$ cat src/rtl/stack_mem_responder.sv
// stack_mem_responder: stack RAM and stack pointer behind a one-at-a-time
// valid/ready request/response handshake (PUSH, POP, PEEK, CLEAR).
// Optional build macro: STACK_HIGH_WATER_EN. When it is defined,
// high_water tracks the peak occupancy since reset. When it is not
// defined, high_water is tied to zero.
module stack_mem_responder #(
  parameter int WIDTH = 16,
  parameter int DEPTH = 8,
  parameter int AW    = 3
) (
  input  logic             clock,
  input  logic             reset,       // synchronous, active-low
  input  logic             req_valid,
  output logic             req_ready,
  input  logic [1:0]       req_op,
  input  logic [WIDTH-1:0] req_wdata,
  output logic             resp_valid,
  input  logic             resp_ready,
  output logic [WIDTH-1:0] resp_rdata,
  output logic             resp_err,
  output logic [AW:0]      sp,
  output logic             full,
  output logic             empty,
  output logic [AW:0]      high_water
);

  localparam logic [1:0] OP_PUSH  = 2'b00;
  localparam logic [1:0] OP_POP   = 2'b01;
  localparam logic [1:0] OP_PEEK  = 2'b10;
  localparam logic [1:0] OP_CLEAR = 2'b11;

  localparam logic [AW:0] SP_FULL = (AW+1)'(DEPTH);

  typedef enum logic [1:0] {ST_IDLE, ST_EXEC, ST_RESP} state_t;

  state_t           r_state;
  state_t           w_state_next;
  logic [1:0]       r_op;
  logic [WIDTH-1:0] r_wdata;
  logic [AW:0]      r_sp;
  logic [WIDTH-1:0] r_rdata;
  logic             r_err;
  logic [WIDTH-1:0] r_mem [DEPTH];

  logic             w_full;
  logic             w_empty;
  logic [AW:0]      w_sp_inc;
  logic [AW:0]      w_sp_dec;
  logic [AW-1:0]    w_wr_idx;
  logic [AW-1:0]    w_rd_idx;
  logic             w_do_push;

  // The full and empty checks guard every RAM access, so the narrow
  // indices below can never wrap onto a live entry.
  assign w_full    = (r_sp == SP_FULL);
  assign w_empty   = (r_sp == '0);
  assign w_sp_inc  = r_sp + (AW+1)'(1);
  assign w_sp_dec  = r_sp - (AW+1)'(1);
  assign w_wr_idx  = r_sp[AW-1:0];
  assign w_rd_idx  = r_sp[AW-1:0] - AW'(1);
  assign w_do_push = reset && (r_state == ST_EXEC) && (r_op == OP_PUSH) && !w_full;

  assign req_ready  = reset && (r_state == ST_IDLE);
  assign resp_valid = (r_state == ST_RESP);
  assign resp_rdata = r_rdata;
  assign resp_err   = r_err;
  assign sp         = r_sp;
  assign full       = w_full;
  assign empty      = w_empty;

  // State register
  always_ff @(posedge clock) begin
    if (!reset) r_state <= ST_IDLE;
    else        r_state <= w_state_next;
  end

  // Next-state logic: IDLE -> EXEC -> RESP -> IDLE
  always_comb begin
    w_state_next = r_state;
    case (r_state)
      ST_IDLE: if (req_valid) w_state_next = ST_EXEC;
      ST_EXEC: w_state_next = ST_RESP;
      ST_RESP: if (resp_ready) w_state_next = ST_IDLE;
      default: w_state_next = ST_IDLE;
    endcase
  end

  // Capture the request at the accepting edge
  always_ff @(posedge clock) begin
    if (!reset) begin
      r_op    <= OP_PUSH;
      r_wdata <= '0;
    end else if (r_state == ST_IDLE && req_valid) begin
      r_op    <= req_op;
      r_wdata <= req_wdata;
    end
  end

  // Stack RAM write port. There is no reset here, so contents survive a reset.
  always_ff @(posedge clock) begin
    if (w_do_push) r_mem[w_wr_idx] <= r_wdata;
  end

  // Execute the operation, then hold the response until it is consumed
  always_ff @(posedge clock) begin
    if (!reset) begin
      r_sp    <= '0;
      r_rdata <= '0;
      r_err   <= 1'b0;
    end else begin
      case (r_state)
        ST_EXEC: begin
          r_rdata <= '0;
          r_err   <= 1'b0;
          case (r_op)
            OP_PUSH: begin
              if (w_full) r_err <= 1'b1;
              else        r_sp  <= w_sp_inc;
            end
            OP_POP: begin
              if (w_empty) begin
                r_err <= 1'b1;
              end else begin
                r_rdata <= r_mem[w_rd_idx];
                r_sp    <= w_sp_dec;
              end
            end
            OP_PEEK: begin
              if (w_empty) r_err   <= 1'b1;
              else         r_rdata <= r_mem[w_rd_idx];
            end
            OP_CLEAR: r_sp <= '0;
          endcase
        end
        ST_RESP: begin
          if (resp_ready) begin
            r_rdata <= '0;
            r_err   <= 1'b0;
          end
        end
        default: ;
      endcase
    end
  end

`ifdef STACK_HIGH_WATER_EN
  logic [AW:0] r_high_water;

  // Peak occupancy. Only a successful push can raise sp, and CLEAR never lowers the peak.
  always_ff @(posedge clock) begin
    if (!reset)                                    r_high_water <= '0;
    else if (w_do_push && w_sp_inc > r_high_water) r_high_water <= w_sp_inc;
  end

  assign high_water = r_high_water;
`else
  assign high_water = '0;
`endif

endmodule

$ cat config.mk
export PLATFORM = sky130hd
export DESIGN_NAME = stack_mem_responder
export DESIGN_NICKNAME = d
export VERILOG_FILES = /design/src/rtl/stack_mem_responder.sv
export SDC_FILE = /design/constraint.sdc
export NUM_CORES = 1
export LEC_CHECK = 0
export BUFFER_PORTS_ARGS = -buffer_cell sky130_fd_sc_hd__buf_2
export CORE_UTILIZATION = 52
export CTS_CLUSTER_DIAMETER = 50
export DETAILED_ROUTE_END_ITERATION = 7
export GPL_TIMING_DRIVEN = 1
export PLACE_DENSITY = 0.71
export SLEW_MARGIN = 25
export SYNTH_ARGS = -nofsm -noshare
export SYNTH_HDL_FRONTEND = slang
export SYNTH_SLANG_ARGS = --single-unit
$ cat constraint.sdc
create_clock -name clock -period 3.38 [get_ports clock]
set_clock_uncertainty 0.2 [all_clocks]
set_input_delay 0.169 -clock clock [delete_from_list [all_inputs] [get_ports clock]]
set_output_delay 0.169 -clock clock [all_outputs]
set_load 0.02 [all_outputs]
==> results of run 1 <==
==> registers in the layout (all words and copies together) (netlist names) <==
signal      flops
r_wdata        16
r_op            2
r_mem         128
r_state         2
sp              4
resp_rdata     16
resp_err        1
==> placed cells by master, fill, tap and decap left out, types with 2 or more instances in the layout <==
cell type        n
a21boi_0        18
clkbuf_16       17
mux2i_1         16
o2bb2ai_1       15
ha_1             7
conb_1           4
a32oi_1          2
buf_2           46
edfxtp_1       128
nand2_1         42
buf_12           4
clkbuf_1         5
nor2_1          13
and2_1           3
o21a_1           4
inv_1            4
xor2_1           3
clkinvlp_4       2
and3b_2          2
clkinv_1         2
a21oi_1          6
bufinv_16        3
nor2b_1          5
dlygate4sd3_1   25
buf_4            8
mux4_2          32
nand4_1          2
clkinv_2         3
dfxtp_1         40
==> final timing paths <==
path                     to  slack, ns  cells after the start     startpoint
min           resp_rdata[4]       0.26                      1  resp_rdata[4]
max          resp_rdata[15]       0.75                      5          sp[1]
min reg2reg   resp_rdata[4]       0.26                      1  resp_rdata[4]
max reg2reg  resp_rdata[15]       0.75                      5          sp[1]
==> cells by family after synthesis <==
family / after synthesis / synth area share (%)
xor gates and xnor gates: 5 / 0.939
other: 1 / 0.0563
adders and majority gates: 7 / 1.31
AOI/OAI and AO/OA: 51 / 5.92
muxes: 48 / 13.2
and+or+nand+nor: 77 / 5.90
DFF: 169 / 70.0
buffers and inverters: 27 / 2.65
==> final cells by class <==
class,instances,area (sq um)
sequential,169,4670
fill,855,4350
multi-input combinational,192,1830
timing repair buffer,83,621
clock buffer,22,444
tap,168,210
clock inverter,10,128
inverter,4,15.0
==> worst max-delay path, stage by stage (launching register included) <==
cell and delay (ns):
dfxtp_1 0.45, inv_1 0.13, ha_1 0.30, nor3b_4 0.21, nand4b_1 0.84, o21ai_0 0.41
==> metrics by stage <==
step | worst slack [ns] | instance area, sq um | util [%]
floorplan | 0.767 | 6670 | -
global placement | 0.824 | 7090 | 57.9
detailed placement | 0.776 | 7090 | 57.9
CTS | 0.721 | 7920 | 64.6
global route | 0.528 | 7920 | 64.6
finish | 0.749 | 7920 | 64.6
==> power by group <==
group          total, mW  switching, mW  internal, mW
combinational      0.343          0.180         0.163
clock               1.88          0.728          1.15
sequential          2.30         0.0393          2.26
==> timing repair <==
item,CTS,global route
endpoints found under the setup margin,0,0
hold endpoints to repair,26,0
hold buffers,25,0
==> per-layer routing <==
| metal | track usage, % | vias to the layer above | wire length (microns) | part of all wire (%) |
|---|---|---|---|---|
| li1 | - | 1648 | - | - |
| met1 | 27.2 | 1788 | 5440 | 43 |
| met2 | 34.6 | 98 | 6270 | 50 |
| met3 | 6.69 | 15 | 693 | 5.5 |
| met4 | 6.58 | 0 | 152 | 1.2 |
| met5 | 0 | - | 0 | 0 |
==> results list, run 1 <==
- Average wire length per cell after detail routing: 19.4 microns
- Detailed Routing Iterations Pass 1: 4
* Standard-cell row count: 40
- The congestion estimate from routability-driven global placement came to 0.869.
- The clock passes through at most 2 buffers.
* DRC violations left: 0
- Counting flops and latches in the post-synthesis netlist gives 169.
- Number of port buffers: 46
- After clock tree synthesis, the clock-pin slew on the worst setup and hold paths is 0.06 ns.
- Fraction of synthesis flops using an asynchronous set or reset pin: 0%
- Summed over its instances, the top area cell type makes up 57.7% of the synthesized netlist area.
* DR vias/cell: 5.48
- WP data arrival: 2.76 ns
* Area added between synthesis and finish: 18.8%
* Total clock buffers created by CTS: 17
- After clock tree synthesis, the repair step resized 0 gates.
* DRT Wirelength: 12600 microns
- GRT overflow: 0
- In the synthesized netlist, the cells that appear most often are edfxtp_1, nand2_1, dfxtp_1.
- Setup crit end kind: flip-flop
- Global routing used 21.2% of the available tracks.
- Net count, final: 496
* Distinct cell type count of the synthesized netlist: 42
- Root Buffer: clkbuf_16
- Clock period minus final worst setup slack: 2.63 ns
- TritonCTS sink count: 169
- Number of maximum-capacitance violations: 0
- Leak: 2.84 nW
- Sequential-to-total area share from yosys stat: 70.0%
* Initial DRC count: 235
* Total Negative Setup Slacks: 0 ns
- Of all nets on the critical path, the largest fanout is 16.
* Post-CTS setup repair buffer count: 0
* Layout cells sized above 1: 25.8%
- The run finished with clean final reports.
* Worst slew pin tran: 0.938 ns
* EDFF count, synth: 128
- TritonCTS clock tree: built
- Number of global-route vias before repair: 3562
- Floorplan die width: 115 microns
* P per Cell Area: 572 nW/um^2
* Leading cell type by number of instances after synthesis: edfxtp_1
- Number of antenna violations at the first check in global routing: 0
* Max-slew headroom: 37.1%
* Peak VDD IR: 0.000638 V
- The number of antenna diodes in the final layout is 0.
* Total placed cells including tap cells: 591
* Largest net degree at the start of global routing: 39
- The final max-slew violation count was 0.
- Final hold violations: 0
- In this run the mean area of a mapped cell was 17.3 sq um.
* FMAX: 380 MHz
- Fraction of the cycle the final worst path needs: 77.9%
- The die covers 13300 sq um.
- After legalization and detailed placement, the total HPWL measured 7580 microns.
* YS warnings: 0
* Path type of the worst setup path: flip-flop to flip-flop
- Area of the core region: 12300 sq um
* Worst-case hold slack: 0.258 ns
* Starting Density: 54.3%
- Setup repair after global routing left no endpoint under its margin.
* Latest clock arrival within the worst-skew pair: 0.42 ns
* Depth of the CTS H-tree: 4
- STA classifies the critical path startpoint as a flip-flop.
* First-pass GRT wire length: 19500 microns
* Post-route insts no fill: 648
* Flip-flop cell with the highest count after synthesis: edfxtp_1
* Final setup violation count: 0
- In this run the worst hold path is classified as flip-flop to flip-flop.
- Antenna Violating Nets Remaining: 0
* Required time at the endpoint of the critical path: 3.51 ns
- DIE HEIGHT: 115 microns
- The design draws 4.53 mW.
- Pin placement for this block handled 51 I/O pins.
- Mapped Area: 6660 sq um
- Detailed routing inserted a total of 3549 vias.
* Synth area leader: edfxtp_1
- In the synthesized netlist, the number of instances is 385.
- Sorting the synthesized cells by area gives the leading types as edfxtp_1, dfxtp_1, mux4_2.
Power figures use the tool's default switching activity.
==> run 2, diff against run 1 <==
--- a/config.mk
+++ b/config.mk
@@ -10,7 +10,7 @@
 export CTS_CLUSTER_DIAMETER = 50
 export DETAILED_ROUTE_END_ITERATION = 7
 export GPL_TIMING_DRIVEN = 1
-export PLACE_DENSITY = 0.71
+export PLACE_DENSITY = 0.73
 export SLEW_MARGIN = 25
 export SYNTH_ARGS = -nofsm -noshare
 export SYNTH_HDL_FRONTEND = slang
==> constraint.sdc (replaced) <==
create_clock -name clock -period 2.4 [get_ports clock]
set_clock_uncertainty 0.2 [all_clocks]
set_input_delay 0.12 -clock clock [delete_from_list [all_inputs] [get_ports clock]]
set_output_delay 0.12 -clock clock [all_outputs]
set_load 0.02 [all_outputs]
==> run 2 against run 1 <==
- via count rose by 2.3%
- die area did not move
- flip-flop and latch count did not move
- final area rose by 0.92%
- sequential power rose by 41%
- clock power rose by 41%
- clock-buffer cell count fell by 1
- global-route usage rose by 0.34 points
- wire length rose by 2.5%
- sequential share of layout area fell by 0.54 points
- register-to-register slack got worse by 0.55 ns
- largest power group unchanged
==> results list, run 2 (same netlist as run 1, synthesis figures left out) <==
- Setup crit end kind: primary output (was flip-flop)
* Required time at the endpoint of the critical path: 2.08 ns (was 3.51 ns)
* Leak: 2.89 nW (was 2.84 nW)
- Fraction of the cycle the final worst path needs: 92.3%
* DR vias/cell: 5.52 (was 5.48)
- Number of antenna violations at the first check in global routing: 0 (unchanged)
- The number of nets still failing antenna checks after routing is 0 (unchanged).
- Die outline area: 13300 sq um (unchanged)
- The headroom to the max-slew limit came to 57.8% (was 37.1%).
* GRT overflow: 0 (unchanged)
- The met3 demand-to-capacity share in global routing was 5.17% (was 6.69%).
* Number of global-route vias before repair: 3763 (was 3562)
- Clock period minus final worst setup slack: 2.21 ns
* Area added between synthesis and finish: 19.9% (was 18.8%)
- The global routing usage on met1 is 27.1% (was 27.2%).
- Total global routing track utilization: 21.5% (was 21.2%)
- Worst-case hold slack: 0.259 ns (was 0.258 ns)
- FMAX: 452 MHz
- The floorplan core area is 12300 sq um (unchanged).
- Crit path max fanout: 6 (was 16)
* Depth of the CTS H-tree: 4 (unchanged)
* Latest clock arrival within the worst-skew pair: 0.43 ns (was 0.42 ns)
- Total half-perimeter wirelength after legalization and detailed placement: 7490 microns (was 7580 microns)
- The chip height is 115 microns (unchanged).
- The total clock buffers created by CTS is 17 (unchanged).
- The first-pass GRT wire length came to 20200 microns (was 19500 microns).
* Placed Area: 7130 sq um (was 7090 sq um)
- Post-CTS setup repair buffer count: 0 (unchanged)
* Unrepaired setup endpoints after global routing: no (unchanged)
- Global-route track usage on met2: 35.6% (was 34.6%)
* TritonCTS sink count: 169 (unchanged)
- Final Instance Area: 7990 sq um (was 7920 sq um)
* TritonCTS clock tree: built (unchanged)
- Count of final max-slew check failures: 0 (unchanged)
- The count of max-cap constraint violations was 0 (unchanged).
* Most Crowded Layer GR: met2 (unchanged)
- The number of buffers on the longest clock path is 2 (unchanged).
- Root Buffer: clkbuf_16 (unchanged)
- The critical path startpoint category was a flip-flop (unchanged).
- The number of DRC violations after detailed-routing iteration 0 came to 189 (was 235).
* Clk pin slew, worst setup/hold paths: 0.06 ns (about the same)
* Starting Density: 54.3% (unchanged)
* Via Count: 3629 (was 3549)
- Antenna cell count: 0 (unchanged)
- DRT Wirelength: 12900 microns (was 12600 microns)
* Number of port buffers: 46 (unchanged)
- Number of flip-flops under the largest register name: 128 (unchanged)
- The average routed wire per standard cell is 19.6 microns (was 19.4 microns).
- Outcome: finished, final reports clean (unchanged).
* P per Cell Area: 801 nW/um^2 (was 572 nW/um^2)
- Final Wtd Congestion: 0.794 (was 0.869)
- The arrival time at the worst endpoint came to 1.89 ns (was 2.76 ns).
- The type of the worst setup path is flip-flop to primary output (was flip-flop to flip-flop).
- The final cell utilization of the core was 65.2% (was 64.6%).
- The class of the tightest hold or removal check was flip-flop to flip-flop (unchanged).
- Highest-count cells in the layout ignoring fill and taps: edfxtp_1, buf_2, nand2_1 (unchanged)
* DRC violations left: 0 (unchanged)
- Peak VDD IR: 0.000543 V (was 0.000638 V)
* Worst slew pin tran: 0.632 ns (was 0.938 ns)
* Final hold violations: 0 (unchanged)
- The total number of nets in the final design is 505 (was 496).
- Largest reg by FF count: r_mem (unchanged)
* Floorplan die width: 115 microns (unchanged)
- Largest net degree at the start of global routing: 39 (unchanged)
- The share of layout cells above drive strength 1 came to 28.0% (was 25.8%).
- The count of final setup violators came to 0 (unchanged).
- The I/O pin count came to 51 (unchanged).
- The number of rows created at floorplan came to 40 (unchanged).
- Detailed Routing Iterations Pass 1: 4 (unchanged)
- The most common cell after layout, fill and taps aside was edfxtp_1 (unchanged).
==> run 2: cell count changes in the layout (fill, tap and decap cells not counted), moves of 2 or more <==
cell	change
buf_4	+8
clkbuf_1	-3
dlygate4sd3_1	+2
inv_6	+2
clkbuf_8	+2
==> run 2: final timing paths <==
kind                                startpoint        endpoint  slack [ns]  cells after the start
worst max register to register           sp[1]    r_mem[2][14]        0.20                      6
worst min register to register  resp_rdata[13]  resp_rdata[13]        0.26                      1
worst max-delay path                     sp[0]           empty        0.19                      4
worst min-delay path            resp_rdata[13]  resp_rdata[13]        0.26                      1
==> run 2: routing by layer <==
metal  share of wire [%]  routed length [microns]  vias to the layer above
met2                  52                     6670                      107
met5                   0                        0                        -
met4                 2.3                      293                        0
met3                 4.5                      577                       24
li1                    -                        -                     1675
met1                  41                     5340                     1823
==> run 2: cell type report <==
class | count | area [sq um]
fill | 859 | 4270
clock inverter | 11 | 120
clock buffer | 21 | 460
multi-input combinational | 192 | 1840
inverter | 4 | 15.0
tap | 168 | 210
sequential | 169 | 4670
timing repair buffer | 92 | 681
==> run 2: report_power, final <==
| part | leakage, nW | switching (mW) | internal [mW] |
|---|---|---|---|
| sequential | 1.49 | 0.0546 | 3.19 |
| combinational | 1.12 | 0.259 | 0.248 |
| clock | 0.281 | 1.07 | 1.58 |
| total | 2.89 | 1.38 | 5.02 |
==> run 2: timing repair <==
| item | CTS | global route |
|---|---|---|
| resized for setup | 0 | 2 |
| setup endpoints to repair | 0 | 2 |
| hold buffers | 27 | 0 |
| endpoints found under the hold margin | 23 | 0 |
==> run 2: metrics by stage <==
stage                     cells  setup TNS, ns  worst slack, ns  total power, mW
after floorplan             388         -12.93           -0.213             3.64
after global placement      598              0            0.365             3.76
after detailed placement    598              0            0.280             3.78
after CTS                   657              0            0.161             6.44
after global routing        657              0           0.0772             6.58
final                       657              0            0.186             6.40
==> run 2: critical path: stages (launching register included) <==
cell and delay [ns]:
dfxtp_2 0.34, inv_1 0.16, ha_1 0.36, nor3b_4 0.37, buf_2 0.23
==> run 3, diff against run 2 <==
--- a/config.mk
+++ b/config.mk
@@ -6,11 +6,11 @@
 export NUM_CORES = 1
 export LEC_CHECK = 0
 export BUFFER_PORTS_ARGS = -buffer_cell sky130_fd_sc_hd__buf_2
-export CORE_UTILIZATION = 52
+export CORE_UTILIZATION = 45
 export CTS_CLUSTER_DIAMETER = 50
 export DETAILED_ROUTE_END_ITERATION = 7
 export GPL_TIMING_DRIVEN = 1
-export PLACE_DENSITY = 0.73
+export MAX_ROUTING_LAYER = met4
 export SLEW_MARGIN = 25
 export SYNTH_ARGS = -nofsm -noshare
 export SYNTH_HDL_FRONTEND = slang
==> run 3 against run 2 <==
- non-clock buffer count increased by 3
- critical path depth grew 1
- register-to-register slack better by 0.14 ns
- first-iteration DRC count increased by 74%
- wire length up 4.6%
- fmax up 5.8%
- worst setup slack improved by 0.12 ns
- cell count grew 2.9%
- global-route usage shrank 1.1 points
==> results list, run 3 (same netlist as run 1, synthesis figures left out) <==
- Final hold violations: 0 (unchanged)
- Highest-count cells in the layout ignoring fill and taps: edfxtp_1, buf_2, nand2_1 (unchanged).
- Initial DRC count: 328 (was 189)
- Count of final max-slew check failures: 0 (unchanged)
- The clock tree from TritonCTS is built (unchanged).
- The post-detailed-placement cell area is 7280 sq um (was 7130 sq um).
* Via Count: 3598 (was 3629)
- The maximum number of pins on one net before global-route repair was 29 (was 39).
- Antenna Violating Nets Remaining: 0 (unchanged)
- The quantity of I/O buffers inserted on ports is 46 (unchanged).
- Final Instance Area: 8050 sq um (was 7990 sq um)
- The antenna diode count is 0 (unchanged).
* Depth of the CTS H-tree: 4 (unchanged)
- Average wire length per cell after detail routing: 19.9 microns (was 19.6 microns)
- Number of global-route vias before repair: 3712 (was 3763)
- The post-CTS repair timing setup buffer count is 0 (unchanged).
* Peak VDD IR: 0.000598 V (was 0.000543 V)
- The floorplan core area is 14500 sq um (was 12300 sq um).
- Hold path start: resp_err (was resp_rdata[13])
- The clock latency reported for the late side of the worst-skew pair came to 0.42 ns (was 0.43 ns).
- The reg-to-reg critical path startpoint was sp[1] (unchanged).
- The number of rows created at floorplan is 44 (was 40).
- The arrival time at the worst endpoint is 1.77 ns (was 1.89 ns).
- Fraction of the cycle the final worst path needs: 87.2% (was 92.3%)
* Final setup violation count: 0 (unchanged)
- Number of maximum-capacitance violations: 0 (unchanged)
- The class of the tightest hold or removal check was flip-flop to flip-flop (unchanged).
* Max-slew headroom: 56.1% (was 57.8%)
- The starting utilization of the core area was 46.0% (was 54.3%).
- Clk pin slew, worst setup/hold paths: 0.06 ns (about the same)
* Post-CTS Resized: 0 (unchanged)
* Max stage delay cell, worst path: dfxtp_1 (was nor3b_4)
- P per Cell Area: 780 nW/um^2 (was 801 nW/um^2)
* Unrepaired setup endpoints after global routing: no (unchanged)
- The largest fanout on the critical path is 7 (was 6).
* First-pass GRT wire length: 21100 microns (was 20200 microns)
* Number of antenna violations at the first check in global routing: 0 (unchanged)
- Cell-by-cell trace of the critical path: inv_1 > ha_1 > buf_4 > nor3b_4 > buf_2 (was inv_1 > ha_1 > nor3b_4 > buf_2).
* Total half-perimeter wirelength after legalization and detailed placement: 8220 microns (was 7490 microns)
- Outcome: finished, final reports clean (unchanged).
- The total number of nets in the final design came to 508 (was 505).
* Largest buffer count on any clock path: 2 (unchanged)
* Required time at the endpoint of the critical path: 2.08 ns (about the same)
- Setup slack of the critical path after layout: 0.308 ns (was 0.186 ns)
- Worst slew pin tran: 0.658 ns (was 0.632 ns)
* DRC violations left: 0 (unchanged)
- Total clock buffers created by CTS: 17 (unchanged)
- Area added between synthesis and finish: 20.8% (was 19.9%)
- The biggest cell delay along the critical path came to 0.37 ns (about the same).
- The chip height came to 124 microns (was 115 microns).
- The global placer's final weighted congestion is 0.774 (was 0.794).
- Top-Level Pins: 51 (unchanged)
- The sort of element at the end of the critical path is a primary output (unchanged).
* First element of the critical path: sp[1] (was sp[0])
* Root Buffer: clkbuf_16 (unchanged)
* Total Negative Setup Slacks: 0 ns (unchanged)
* Final core area utilization: 55.6% (was 65.2%)
- The per-cell via count in the routed design is 5.32 (was 5.52).
- GRT overflow: 0 (unchanged)
- The share of layout cells above drive strength 1 is 29.1% (was 28.0%).
- The number of flip-flops in the largest register was 128 (unchanged).
- The register with the most flip-flops is r_mem (unchanged).
- Hold-fix buffers, CTS: 21 (was 27)
* Worst-case hold slack: 0.251 ns (was 0.259 ns)
- Path type of the worst setup path: flip-flop to primary output (unchanged)
* Floorplan die width: 124 microns (was 115 microns)
* DRT Wirelength: 13500 microns (was 12900 microns)
* Most common cell after layout, fill and taps aside: edfxtp_1 (unchanged)
- FMAX: 478 MHz (was 452 MHz)
* Die outline area: 15300 sq um (was 13300 sq um)
- The time the worst path needs with I/O delays and setup is 2.09 ns (was 2.21 ns).
- Total global routing track utilization: 20.4% (was 21.5%)
* Critical Path Source Type: flip-flop (unchanged)
- Leak: 2.89 nW (about the same)
* Worst Setup Slack post-DPL: 0.309 ns (was 0.280 ns)
- TritonCTS sink count: 169 (unchanged)
* Detailed Routing Iterations Pass 1: 4 (unchanged)
==> run 3: path summary, 6_finish.rpt <==
kind | endpoint | slack (ns) | depth (start not counted)
max reg2reg | r_mem[0][3] | 0.34 | 6
min | resp_err | 0.25 | 2
min reg2reg | resp_err | 0.25 | 2
max | empty | 0.31 | 5
==> run 3: critical path: cells and delay by family, from the launching register on <==
kind | cells | cell delay [ns]
flops | 1 | 0.37
fa+ha+maj | 1 | 0.18
buf+inv | 3 | 0.50
simple gates | 1 | 0.30
==> run 3: through the flow <==
stage / power [mW] / std cells
after CTS: 6.33 / 676
after floorplan: 3.64 / 388
after detailed placement: 3.80 / 623
after global routing: 6.50 / 676
final: 6.27 / 676
after global placement: 3.78 / 623
==> run 3: layout make-up <==
type,instances,area (sq um)
fillers,1147,6430
flip-flops and latches,169,4670
clock inverters,10,96.3
well taps,184,230
multi-input cells,192,1830
repair buffers,95,751
clock buffers,22,454
inverters,4,15.0
==> run 3: power by group <==
part	internal (mW)	switching, mW	total [mW]
combinational	0.248	0.260	0.508
sequential	3.19	0.0540	3.24
clock	1.46	1.06	2.52
total	4.89	1.38	6.27
==> run 3: layer usage <==
layer  wire length, microns  global-route usage [%]
met1                   6070                    25.4
met2                   6790                    32.8
met3                    516                    5.22
met4                     95                    6.55
met5                      0                       -
